<file path="config.mk">
export PLATFORM = sky130hd
export DESIGN_NAME = i2c_eeprom_slave_flat
export DESIGN_NICKNAME = d
export VERILOG_FILES = /design/src/rtl/i2c_eeprom_slave_if.sv /design/src/rtl/i2c_eeprom_slave.sv /design/src/flat_wrapper.sv
export SDC_FILE = /design/constraint.sdc
export NUM_CORES = 1
export LEC_CHECK = 0
export ABC_CLOCK_PERIOD_IN_PS = 4300
export BUFFER_PORTS_ARGS = -buffer_cell sky130_fd_sc_hd__buf_2
export CORE_AREA = 2 2 67 95
export DETAILED_ROUTE_END_ITERATION = 8
export DIE_AREA = 0 0 69 97
export GPL_ROUTABILITY_DRIVEN = 0
export HOLD_SLACK_MARGIN = 0.12
export PLACE_DENSITY = 0.83
export SYNTH_ARGS = -nofsm -noshare
export SYNTH_HDL_FRONTEND = slang
export SYNTH_SLANG_ARGS = --single-unit
export TNS_END_PERCENT = 50
</file>
<file path="constraint.sdc">
create_clock -name clk -period 4.3 [get_ports clk]
set_input_delay 0.86 -clock clk [delete_from_list [all_inputs] [get_ports clk]]
set_output_delay 0.86 -clock clk [all_outputs]
set_load 0.01 [all_outputs]
</file>
<file path="src/rtl/i2c_eeprom_slave_if.sv">
// ---------------------------------------------------------------------------
// i2c_eeprom_slave_if
// Bundles the I2C bus lines, the write-protect input, the status output and
// the external synchronous RAM port of the I2C EEPROM slave.
//   scl, sda_in   : bus lines as seen on the wire (asynchronous to clk)
//   sda_out       : open-drain drive, 0 = pull low, 1 = release
//   wp            : write protect, 1 = data bytes NACKed and not written
//   busy          : 1 while a transfer addressed to this device is active
//   mem_*         : RAM port; mem_rdata valid one clk after mem_addr
// Modports: slave (the EEPROM) and master (bus master + RAM side).
// ---------------------------------------------------------------------------
interface i2c_eeprom_slave_if #(
    parameter int ADDR_W = 13
);
    logic              scl;
    logic              sda_in;
    logic              sda_out;
    logic              wp;
    logic              busy;
    logic [ADDR_W-1:0] mem_addr;
    logic [7:0]        mem_wdata;
    logic              mem_we;
    logic [7:0]        mem_rdata;

    modport slave (
        input  scl, sda_in, wp, mem_rdata,
        output sda_out, busy, mem_addr, mem_wdata, mem_we
    );

    modport master (
        output scl, sda_in, wp, mem_rdata,
        input  sda_out, busy, mem_addr, mem_wdata, mem_we
    );
endinterface

</file>
<file path="src/rtl/i2c_eeprom_slave.sv">
// ---------------------------------------------------------------------------
// i2c_eeprom_slave
// 24Cxx-style I2C EEPROM slave working from oversampled SCL/SDA. Handles
// device-address matching, two address bytes, page-wrapped writes,
// sequential reads with whole-array wrap, repeated START, write protect and
// master ACK/NACK. Storage lives in an external synchronous RAM.
// Ports:
//   clk    : system clock, at least 8x the SCL frequency
//   reset  : asynchronous, active-high
//   bus    : i2c_eeprom_slave_if.slave (SCL/SDA, wp, busy, RAM port)
// Parameters:
//   ADDR_W   : memory address width (9..16)
//   DEV_ADDR : 7-bit device address
//   PAGE_W   : write page is 2**PAGE_W bytes
// ---------------------------------------------------------------------------
module i2c_eeprom_slave #(
    parameter int         ADDR_W   = 13,
    parameter logic [6:0] DEV_ADDR = 7'h50,
    parameter int         PAGE_W   = 6
) (
    input  logic               clk,
    input  logic               reset,
    i2c_eeprom_slave_if.slave  bus
);

    typedef enum logic [2:0] {
        S_IDLE,
        S_DEV,
        S_ADDR_HI,
        S_ADDR_LO,
        S_WRITE,
        S_READ,
        S_WAIT_STOP
    } state_e;

    state_e            state_q, state_d;

    logic              scl_meta_q, scl_sync_q, scl_prev_q;
    logic              sda_meta_q, sda_sync_q, sda_prev_q;

    logic [3:0]        bit_cnt_q, bit_cnt_d;
    logic              ack_q, ack_d;      // inside the 9th (acknowledge) clock
    logic              mack_q, mack_d;    // that 9th clock carries the master's ACK
    logic [7:0]        shift_q, shift_d;
    logic [7:0]        tx_q, tx_d;
    logic [ADDR_W-1:0] ptr_q, ptr_d;
    logic [ADDR_W-1:0] mem_addr_q, mem_addr_d;
    logic [7:0]        mem_wdata_q, mem_wdata_d;
    logic              mem_we_q, mem_we_d;
    logic              sda_out_q, sda_out_d;
    logic              fetch_q, fetch_d;  // RAM address issued this clk
    logic              load_q;            // RAM data arrives this clk

    logic              scl_rise, scl_fall, start_det, stop_det;
    logic              busy;

    // Two-flop synchronisers plus one history flop for edge detection.
    // They reset to the idle-high bus level so reset release is not seen as an edge.
    always_ff @(posedge clk or posedge reset) begin
        if (reset) begin
            scl_meta_q <= 1'b1;
            scl_sync_q <= 1'b1;
            scl_prev_q <= 1'b1;
            sda_meta_q <= 1'b1;
            sda_sync_q <= 1'b1;
            sda_prev_q <= 1'b1;
        end else begin
            scl_meta_q <= bus.scl;
            scl_sync_q <= scl_meta_q;
            scl_prev_q <= scl_sync_q;
            sda_meta_q <= bus.sda_in;
            sda_sync_q <= sda_meta_q;
            sda_prev_q <= sda_sync_q;
        end
    end

    assign scl_rise  =  scl_sync_q & ~scl_prev_q;
    assign scl_fall  = ~scl_sync_q &  scl_prev_q;
    assign start_det =  scl_sync_q &  scl_prev_q &  sda_prev_q & ~sda_sync_q;
    assign stop_det  =  scl_sync_q &  scl_prev_q & ~sda_prev_q &  sda_sync_q;

    // State register (with the datapath registers it steers).
    always_ff @(posedge clk or posedge reset) begin
        if (reset) begin
            state_q     <= S_IDLE;
            bit_cnt_q   <= '0;
            ack_q       <= 1'b0;
            mack_q      <= 1'b0;
            shift_q     <= '0;
            tx_q        <= '0;
            ptr_q       <= '0;
            mem_addr_q  <= '0;
            mem_wdata_q <= '0;
            mem_we_q    <= 1'b0;
            sda_out_q   <= 1'b1;
            fetch_q     <= 1'b0;
            load_q      <= 1'b0;
        end else begin
            state_q     <= state_d;
            bit_cnt_q   <= bit_cnt_d;
            ack_q       <= ack_d;
            mack_q      <= mack_d;
            shift_q     <= shift_d;
            tx_q        <= tx_d;
            ptr_q       <= ptr_d;
            mem_addr_q  <= mem_addr_d;
            mem_wdata_q <= mem_wdata_d;
            mem_we_q    <= mem_we_d;
            sda_out_q   <= sda_out_d;
            fetch_q     <= fetch_d;
            load_q      <= fetch_q;
        end
    end

    // Next-state logic. START/STOP are checked first so they win over any
    // bit or acknowledge activity detected in the same clock.
    always_comb begin
        state_d     = state_q;
        bit_cnt_d   = bit_cnt_q;
        ack_d       = ack_q;
        mack_d      = mack_q;
        shift_d     = shift_q;
        tx_d        = tx_q;
        ptr_d       = ptr_q;
        mem_addr_d  = mem_addr_q;
        mem_wdata_d = mem_wdata_q;
        mem_we_d    = 1'b0;
        sda_out_d   = sda_out_q;
        fetch_d     = 1'b0;

        // RAM read data is registered one clk after the address was issued.
        if (load_q) begin
            tx_d = bus.mem_rdata;
        end

        if (start_det) begin
            state_d   = S_DEV;
            bit_cnt_d = '0;
            ack_d     = 1'b0;
            mack_d    = 1'b0;
            shift_d   = '0;
            sda_out_d = 1'b1;
        end else if (stop_det) begin
            state_d   = S_IDLE;
            bit_cnt_d = '0;
            ack_d     = 1'b0;
            mack_d    = 1'b0;
            sda_out_d = 1'b1;
        end else if (state_q == S_IDLE || state_q == S_WAIT_STOP) begin
            sda_out_d = 1'b1;
        end else if (scl_rise) begin
            if (ack_q) begin
                if (mack_q) begin
                    if (!sda_sync_q) begin
                        // Master wants more: prefetch now so the byte is
                        // ready before the next SCL fall.
                        mem_addr_d = ptr_q;
                        ptr_d      = ptr_q + 1'b1;
                        fetch_d    = 1'b1;
                    end else begin
                        state_d   = S_WAIT_STOP;
                        sda_out_d = 1'b1;
                        ack_d     = 1'b0;
                        mack_d    = 1'b0;
                        bit_cnt_d = '0;
                    end
                end
            end else if (bit_cnt_q < 4'd8) begin
                shift_d   = {shift_q[6:0], sda_sync_q};
                bit_cnt_d = bit_cnt_q + 4'd1;
            end
        end else if (scl_fall) begin
            if (ack_q) begin
                // End of the 9th clock: release, or start the next read byte.
                ack_d     = 1'b0;
                mack_d    = 1'b0;
                bit_cnt_d = '0;
                sda_out_d = (state_q == S_READ) ? tx_q[7] : 1'b1;
            end else if (bit_cnt_q == 4'd8) begin
                ack_d     = 1'b1;
                sda_out_d = 1'b0;
                case (state_q)
                    S_DEV: begin
                        if (shift_q[7:1] == DEV_ADDR) begin
                            if (shift_q[0]) begin
                                state_d    = S_READ;
                                mem_addr_d = ptr_q;
                                ptr_d      = ptr_q + 1'b1;
                                fetch_d    = 1'b1;
                            end else begin
                                state_d = S_ADDR_HI;
                            end
                        end else begin
                            state_d   = S_WAIT_STOP;
                            sda_out_d = 1'b1;
                            ack_d     = 1'b0;
                        end
                    end
                    S_ADDR_HI: begin
                        ptr_d[ADDR_W-1:8] = shift_q[ADDR_W-9:0];
                        state_d           = S_ADDR_LO;
                    end
                    S_ADDR_LO: begin
                        ptr_d[7:0] = shift_q;
                        state_d    = S_WRITE;
                    end
                    S_WRITE: begin
                        if (!bus.wp) begin
                            mem_addr_d          = ptr_q;
                            mem_wdata_d         = shift_q;
                            mem_we_d            = 1'b1;
                            // Only the in-page bits advance: writes wrap in the page.
                            ptr_d[PAGE_W-1:0]   = ptr_q[PAGE_W-1:0] + 1'b1;
                        end else begin
                            sda_out_d = 1'b1;
                        end
                    end
                    S_READ: begin
                        // Release for the master's ACK/NACK.
                        sda_out_d = 1'b1;
                        mack_d    = 1'b1;
                    end
                    default: begin
                        sda_out_d = 1'b1;
                    end
                endcase
            end else if (state_q == S_READ) begin
                sda_out_d = tx_q[3'd7 - bit_cnt_q[2:0]];
            end
        end
    end

    // Output logic.
    always_comb begin
        busy = 1'b0;
        case (state_q)
            S_IDLE, S_WAIT_STOP: busy = 1'b0;
            default:             busy = 1'b1;
        endcase
    end

    assign bus.busy      = busy;
    assign bus.sda_out   = sda_out_q;
    assign bus.mem_addr  = mem_addr_q;
    assign bus.mem_wdata = mem_wdata_q;
    assign bus.mem_we    = mem_we_q;

endmodule

</file>
<file path="src/flat_wrapper.sv">
// flat-port wrapper written by rule: the top's interface ports become plain ports
module i2c_eeprom_slave_flat 
#(
    parameter int         ADDR_W   = 13,
    parameter logic [6:0] DEV_ADDR = 7'h50,
    parameter int         PAGE_W   = 6
)
  (clk, reset, bus_scl, bus_sda_in, bus_wp, bus_mem_rdata, bus_sda_out, bus_busy, bus_mem_addr, bus_mem_wdata, bus_mem_we);
  i2c_eeprom_slave_if #(.ADDR_W(ADDR_W)) bus_i ();
  input  logic clk;
  input  logic reset;
  input wire logic [$bits(bus_i.scl)-1:0] bus_scl;
  input wire logic [$bits(bus_i.sda_in)-1:0] bus_sda_in;
  input wire logic [$bits(bus_i.wp)-1:0] bus_wp;
  input wire logic [$bits(bus_i.mem_rdata)-1:0] bus_mem_rdata;
  output wire logic [$bits(bus_i.sda_out)-1:0] bus_sda_out;
  output wire logic [$bits(bus_i.busy)-1:0] bus_busy;
  output wire logic [$bits(bus_i.mem_addr)-1:0] bus_mem_addr;
  output wire logic [$bits(bus_i.mem_wdata)-1:0] bus_mem_wdata;
  output wire logic [$bits(bus_i.mem_we)-1:0] bus_mem_we;
  assign bus_i.scl = bus_scl;
  assign bus_i.sda_in = bus_sda_in;
  assign bus_i.wp = bus_wp;
  assign bus_i.mem_rdata = bus_mem_rdata;
  assign bus_sda_out = bus_i.sda_out;
  assign bus_busy = bus_i.busy;
  assign bus_mem_addr = bus_i.mem_addr;
  assign bus_mem_wdata = bus_i.mem_wdata;
  assign bus_mem_we = bus_i.mem_we;
  i2c_eeprom_slave #(.ADDR_W(ADDR_W), .DEV_ADDR(DEV_ADDR), .PAGE_W(PAGE_W)) u_core (.clk(clk), .reset(reset), .bus(bus_i));
endmodule
</file>
==> results of run 1 <==
==> area by class of cell <==
cell class                      count  area share
Clock inverter                      5     0.01467
Tap cell                           70     0.02185
Clock buffer                       11     0.03777
Multi-Input combinational cell    247      0.4357
Inverter                           11     0.01030
Sequential cell                    69      0.4329
Timing Repair Buffer               37     0.04682
==> logic make-up after synthesis <==
| logic type | share of synthesized area |
|---|---|
| flip-flops | 0.4831 |
| AO/OA/AOI/OAI | 0.1501 |
| XOR/XNOR | 0.004877 |
| AND/OR/NAND/NOR | 0.1822 |
| buffers and inverters | 0.03065 |
| adder cells (fa/ha/maj) | 0.01742 |
| multiplexers | 0.1317 |
==> report_power, final <==
part           switching (mW)  internal, mW
logic                   0.301         0.219
clock network           0.241         0.299
registers               0.172         0.757
==> metal layers <==
layer / global-route usage / up-vias / share of wire
li1: - / 1318 / -
met4: 0.1222 / 0 / 0.023
met5: 0 / - / 0
met2: 0.4001 / 73 / 0.52
met3: 0.04896 / 20 / 0.040
met1: 0.2992 / 1360 / 0.41
==> through the flow <==
stage	power, mW	hold slack, ps
2_1_floorplan	1.296	331.2
3_3_place_gp	1.431	335.6
3_5_place_dp	1.453	338.7
4_1_cts	2.003	359.1
5_1_grt	2.117	366.1
6_report	1.988	355.0
==> cell usage in the layout, fill, tap and decap left out, types with 12 or more instances in the layout <==
master / count
o21ai_0: 17
nor2_1: 29
dfrtp_1: 62
mux2_2: 29
buf_2: 36
a21oi_1: 13
nand2_1: 32
nor3_1: 12
nand3_1: 12
==> flip-flops by register name, indices dropped and copies added, names as in the netlist <==
name	cells
u_core.sda_sync_q	1
u_core.ptr_q	13
u_core.mack_q	1
u_core.bus.mem_we	1
u_core.sda_meta_q	1
u_core.bit_cnt_q	4
u_core.sda_prev_q	1
u_core.tx_q	8
u_core.bus.mem_wdata	8
u_core.scl_meta_q	1
u_core.scl_prev_q	1
u_core.state_q	3
u_core.scl_sync_q	1
u_core.bus.mem_addr	13
u_core.ack_q	1
u_core.bus.sda_out	1
u_core.shift_q	8
u_core.fetch_q	1
u_core.load_q	1
==> worst paths after layout <==
| path | from | endpoint | slack [ps] | cells after the start |
|---|---|---|---|---|
| setup / recovery | u_core.scl_prev_q | u_core.bus.mem_addr[3] | 1320 | 6 |
| hold / removal | u_core.fetch_q | u_core.load_q | 350 | 0 |
| setup reg to reg | u_core.scl_prev_q | u_core.bus.mem_addr[3] | 1320 | 6 |
| hold reg to reg | u_core.fetch_q | u_core.load_q | 350 | 0 |
| max in group asynchronous | reset | u_core.bus.mem_addr[3] | 2760 | 3 |
| min in group asynchronous | reset | u_core.bus.mem_wdata[7] | 620 | 2 |
==> impl_metrics.toml, run 1 <==
[status]
status = "completed"

[layout]
n_antenna_cell = 0
post-route-util = 0.6935
stdcell_count = 450
nets = 393
multi_input_area_um2 = 1747
ff_latch_area_um2 = 1735
fillers = 472
post-route-cell-area_um2 = 4009
syn_to_final_growth_pct = 11.60
drive_above_1_share = 0.2711

[clocking]
ctsResizeCount = 0
numCtsBuffers = 9
htree_levels = 3
clk_pin_slew_ps = 70
cts_tree = "built"
clock_sinks = 69
cts_setup_buffers = 0
clk-insertion-delay-late_ps = 350
ctsRootBufferMaster = "clkbuf_8"
hold_buffers = 0
cts_buffer_depth = 2

[yosys]
synthCells = 341
ys_async_sr_fraction = 1.000
ys_seq_area_frac = 0.4831
yosys_most_used_dff = "dfrtp_1"
synth.distinct_cells = 61
yosysWarningCount = 0
synthTopCellsByCount = "dfrtp_1 (62), nand2_1 (32), mux2_2 (29), nor2_1 (29), o21ai_0 (17)"
yosysMostFrequentCell = "dfrtp_1"
postSynthAreaPerCell_um2 = 10.53
yosysTopAreaCell = "dfrtp_1"
synth_edf_count = 0
synth_area_leaders = "dfrtp_1 (43%), mux2_2 (9.1%), dfstp_2 (5.1%)"
synth-seq-cells = 69
synth_fp_nets = 359
synth.cell_area_um2 = 3592
synth_top_area_frac = 0.4319

[placed_design]
io_buffers = 36
place_hpwl_um = 5473
dpl-instance-area_um2 = 3799
dp_cells = 434
place_ws_ps = 1346

[die]
dieHeight_um = 97
rows = 33
die_w_um = 69
dieArea_um2 = 6693
io_pins = 37
core-area_um2 = 5781
start_util = 0.6214

[global_route]
grt_overflow = 0
antenna_found_initial = 0
gr-usage-all-layers = 0.2421
grt_pass1_vias = 2744
grt_pass1_wl_um = 12950
grt_max_degree = 38

[timing]
min_period_ps = 2984
maxSlewHeadroom = 0.4902
setup_tns_ps = 0
max_freq_mhz = 335.2
setup_slack_ps = 1316
fin_crit_sh = 0.6939
hold_violations = 0
setup_viol = 0
slew_violations = 0
tightest_slew_ps = 763.9
rsz0062_at_grt = "no"
finalClockSkew_ps = 10.64

[power_and_ir_drop]
p_leak_nw = 1.891
irDropWorstVdd_v = 0.0002836
p_per_area_nw_per_um2 = 495.9

[route]
dr_total_vias = 2771
wirelength_um = 7497
firstDrtPassIters = 4
drcViolationCount = 0
drt_iter0_drc = 263
avgViaCountPerCell = 6.158
ant_nets = 0
wl_per_cell_um = 16.66

[setup_path]
slowest_delay_ps = 630
path_class = "flop to flop"
slowest_stage = "nor3_4"
cp_max_fo = 17
cp-end-kind = "flop"
crit_buf_inv = 1
worstPathCellList = "inv_1 > ha_1 > o21ai_0 > o2111ai_1 > nor3_4 > mux2_2"
cp.arrival_ps = 3210
cp_top_family = "compound AO/OA/AOI/OAI gates"
crit_required_ps = 4530
critPathLaunchType = "flop"

[job]
maxCapViolCount = 0

[hold_path]
hp-class = "flop to flop"
Power figures use the tool's default switching activity.
==> inputs of run 2 (changes only) <==
--- a/config.mk
+++ b/config.mk
@@ -5,14 +5,14 @@
 export SDC_FILE = /design/constraint.sdc
 export NUM_CORES = 1
 export LEC_CHECK = 0
-export ABC_CLOCK_PERIOD_IN_PS = 4300
+export ABC_CLOCK_PERIOD_IN_PS = 2600
 export BUFFER_PORTS_ARGS = -buffer_cell sky130_fd_sc_hd__buf_2
-export CORE_AREA = 2 2 67 95
+export CORE_AREA = 2 2 73 103
 export DETAILED_ROUTE_END_ITERATION = 8
-export DIE_AREA = 0 0 69 97
+export DIE_AREA = 0 0 75 105
 export GPL_ROUTABILITY_DRIVEN = 0
 export HOLD_SLACK_MARGIN = 0.12
-export PLACE_DENSITY = 0.83
+export PLACE_DENSITY = 0.74
 export SYNTH_ARGS = -nofsm -noshare
 export SYNTH_HDL_FRONTEND = slang
 export SYNTH_SLANG_ARGS = --single-unit
==> constraint.sdc (replaced) <==
create_clock -name clk -period 2.6 [get_ports clk]
set_input_delay 0.52 -clock clk [delete_from_list [all_inputs] [get_ports clk]]
set_output_delay 0.52 -clock clk [all_outputs]
set_load 0.01 [all_outputs]
==> run 2 against run 1 <==
Against the previous run: combinational power rose by 79%; final cell count rose by 8.9%; clock-buffer cell count rose by 3; clock power rose by 57%; sequential power rose by 64%; wire length rose by 6.2%; worst hold slack got worse by 170 ps; die area rose by 18%; flip-flop and latch count did not move; first-iteration DRC count fell by 42%; register-to-register slack got worse by 1100 ps; critical path type unchanged; largest cell class unchanged.
==> impl_metrics.toml, run 2 (synthesized netlist as in run 1, its figures left out) <==
[placed_design]
dpl-instance-area_um2 = 3968
place_hpwl_um = 5902
io_buffers = 36

[job]
maxCapViolCount = 0

[route]
wl_per_cell_um = 16.24
wirelength_um = 7959
ant_nets = 0
drt_iter0_drc = 152
avgViaCountPerCell = 5.747
drcViolationCount = 0
firstDrtPassIters = 4
dr_total_vias = 2816

[layout]
post-route-cell-area_um2 = 4158
fillers = 598
syn_to_final_growth_pct = 15.74
n_antenna_cell = 0
final_cell_mix = "dfrtp_1 (62), buf_2 (36), nand2_1 (32)"
drive_above_1_share = 0.2911
multi_input_area_um2 = 1749
layout_commonest_cell = "dfrtp_1"
ff_latch_area_um2 = 1735
nets = 408

[clocking]
clock_sinks = 69
cts_tree = "built"
numCtsBuffers = 9
clk_pin_slew_ps = 70
clk-insertion-delay-late_ps = 350
ctsRootBufferMaster = "clkbuf_8"
htree_levels = 3
hold_buffers = 0
cts_buffer_depth = 2

[timing]
maxSlewHeadroom = 0.6316
rsz0062_at_grt = "no"
max_freq_mhz = 416.8
tightest_slew_ps = 549.0
setup_viol = 0
holdWs_ps = 180.3
hold_violations = 0
min_period_ps = 2399
setup_tns_ps = 0
fin_crit_sh = 0.9229
finalClockSkew_ps = 7.724
slew_violations = 0

[global_route]
grt_overflow = 0
antenna_found_initial = 0
grt_pass1_wl_um = 13340
grt_pass1_vias = 2849
gr-usage-all-layers = 0.2236
grt_max_degree = 26

[die]
die_w_um = 75
start_util = 0.5212
core-area_um2 = 6892
rows = 36
io_pins = 37
dieArea_um2 = 7875
dieHeight_um = 105

[setup_path]
cp.arrival_ps = 2640
cp-startpoint = "u_core.scl_prev_q"
r2r_cells = 8
r2r_slack_ps = 200
path_class = "flop to flop"
r2r_start = "u_core.scl_prev_q"
cp-end-kind = "flop"
crit_required_ps = 2840
cp_max_fo = 14
critPathLaunchType = "flop"

[hold_path]
hp-class = "primary input to async pin"

[power_and_ir_drop]
irDropWorstVdd_v = 0.0003847
p_leak_nw = 1.967
p_per_area_nw_per_um2 = 793.1

[status]
status = "completed"
[run 2: report_power, final]
part	internal (mW)	total, mW	switching [mW]	leakage (nW)
clock network	0.470	0.847	0.378	0.0947
registers	1.25	1.52	0.267	0.915
logic	0.406	0.931	0.525	0.957
[run 2: worst paths after layout]
kind	endpoint
min in group clk	u_core.sda_meta_q
max in group asynchronous	u_core.bus.sda_out
worst max register to register	u_core.bus.mem_addr[7]
worst min register to register	u_core.sda_sync_q
worst min-delay path	u_core.shift_q[0]
worst max-delay path	u_core.bus.mem_addr[7]
[run 2: critical path, stage by stage (launching register included)]
cell       delay, ps
dfstp_2          550
inv_1             50
ha_2             260
nor2b_1          190
a21oi_1          180
o2111ai_1        240
nor3_4           330
buf_12           170
mux2_2           340
[run 2: what timing repair did]
| action | in CTS | in global routing |
|---|---|---|
| resized for setup | 0 | 1 |
| buffers inserted | 0 | 0 |
| endpoints found under the setup margin | 0 | 4 |
[run 2: cell type report]
type | instances | share of cell area
tap | 95 | 0.02859
clock inverter | 2 | 0.008426
multi-input combinational | 247 | 0.4207
inverter | 11 | 0.009931
timing repair buffer | 52 | 0.07824
sequential | 69 | 0.4174
clock buffer | 14 | 0.03671
[run 2: per-layer routing]
| metal | GRT usage | share of wire | up-vias |
|---|---|---|---|
| met2 | 0.3565 | 0.50 | 76 |
| met4 | 0.1224 | 0.037 | 0 |
| met3 | 0.05111 | 0.041 | 25 |
| met1 | 0.2716 | 0.42 | 1363 |
| li1 | - | - | 1352 |
| met5 | 0 | 0 | - |
[run 2: stage by stage]
stage / instances / utilization / power, mW / setup WS (ps)
floorplan: 341 / - / 2.144 / 216.0
global route: 490 / 0.6033 / 3.505 / 36.17
CTS: 490 / 0.6029 / 3.316 / 153.6
global placement: 474 / 0.5757 / 2.431 / 227.7
finish: 490 / 0.6033 / 3.298 / 200.6
detailed placement: 474 / 0.5757 / 2.457 / 148.4
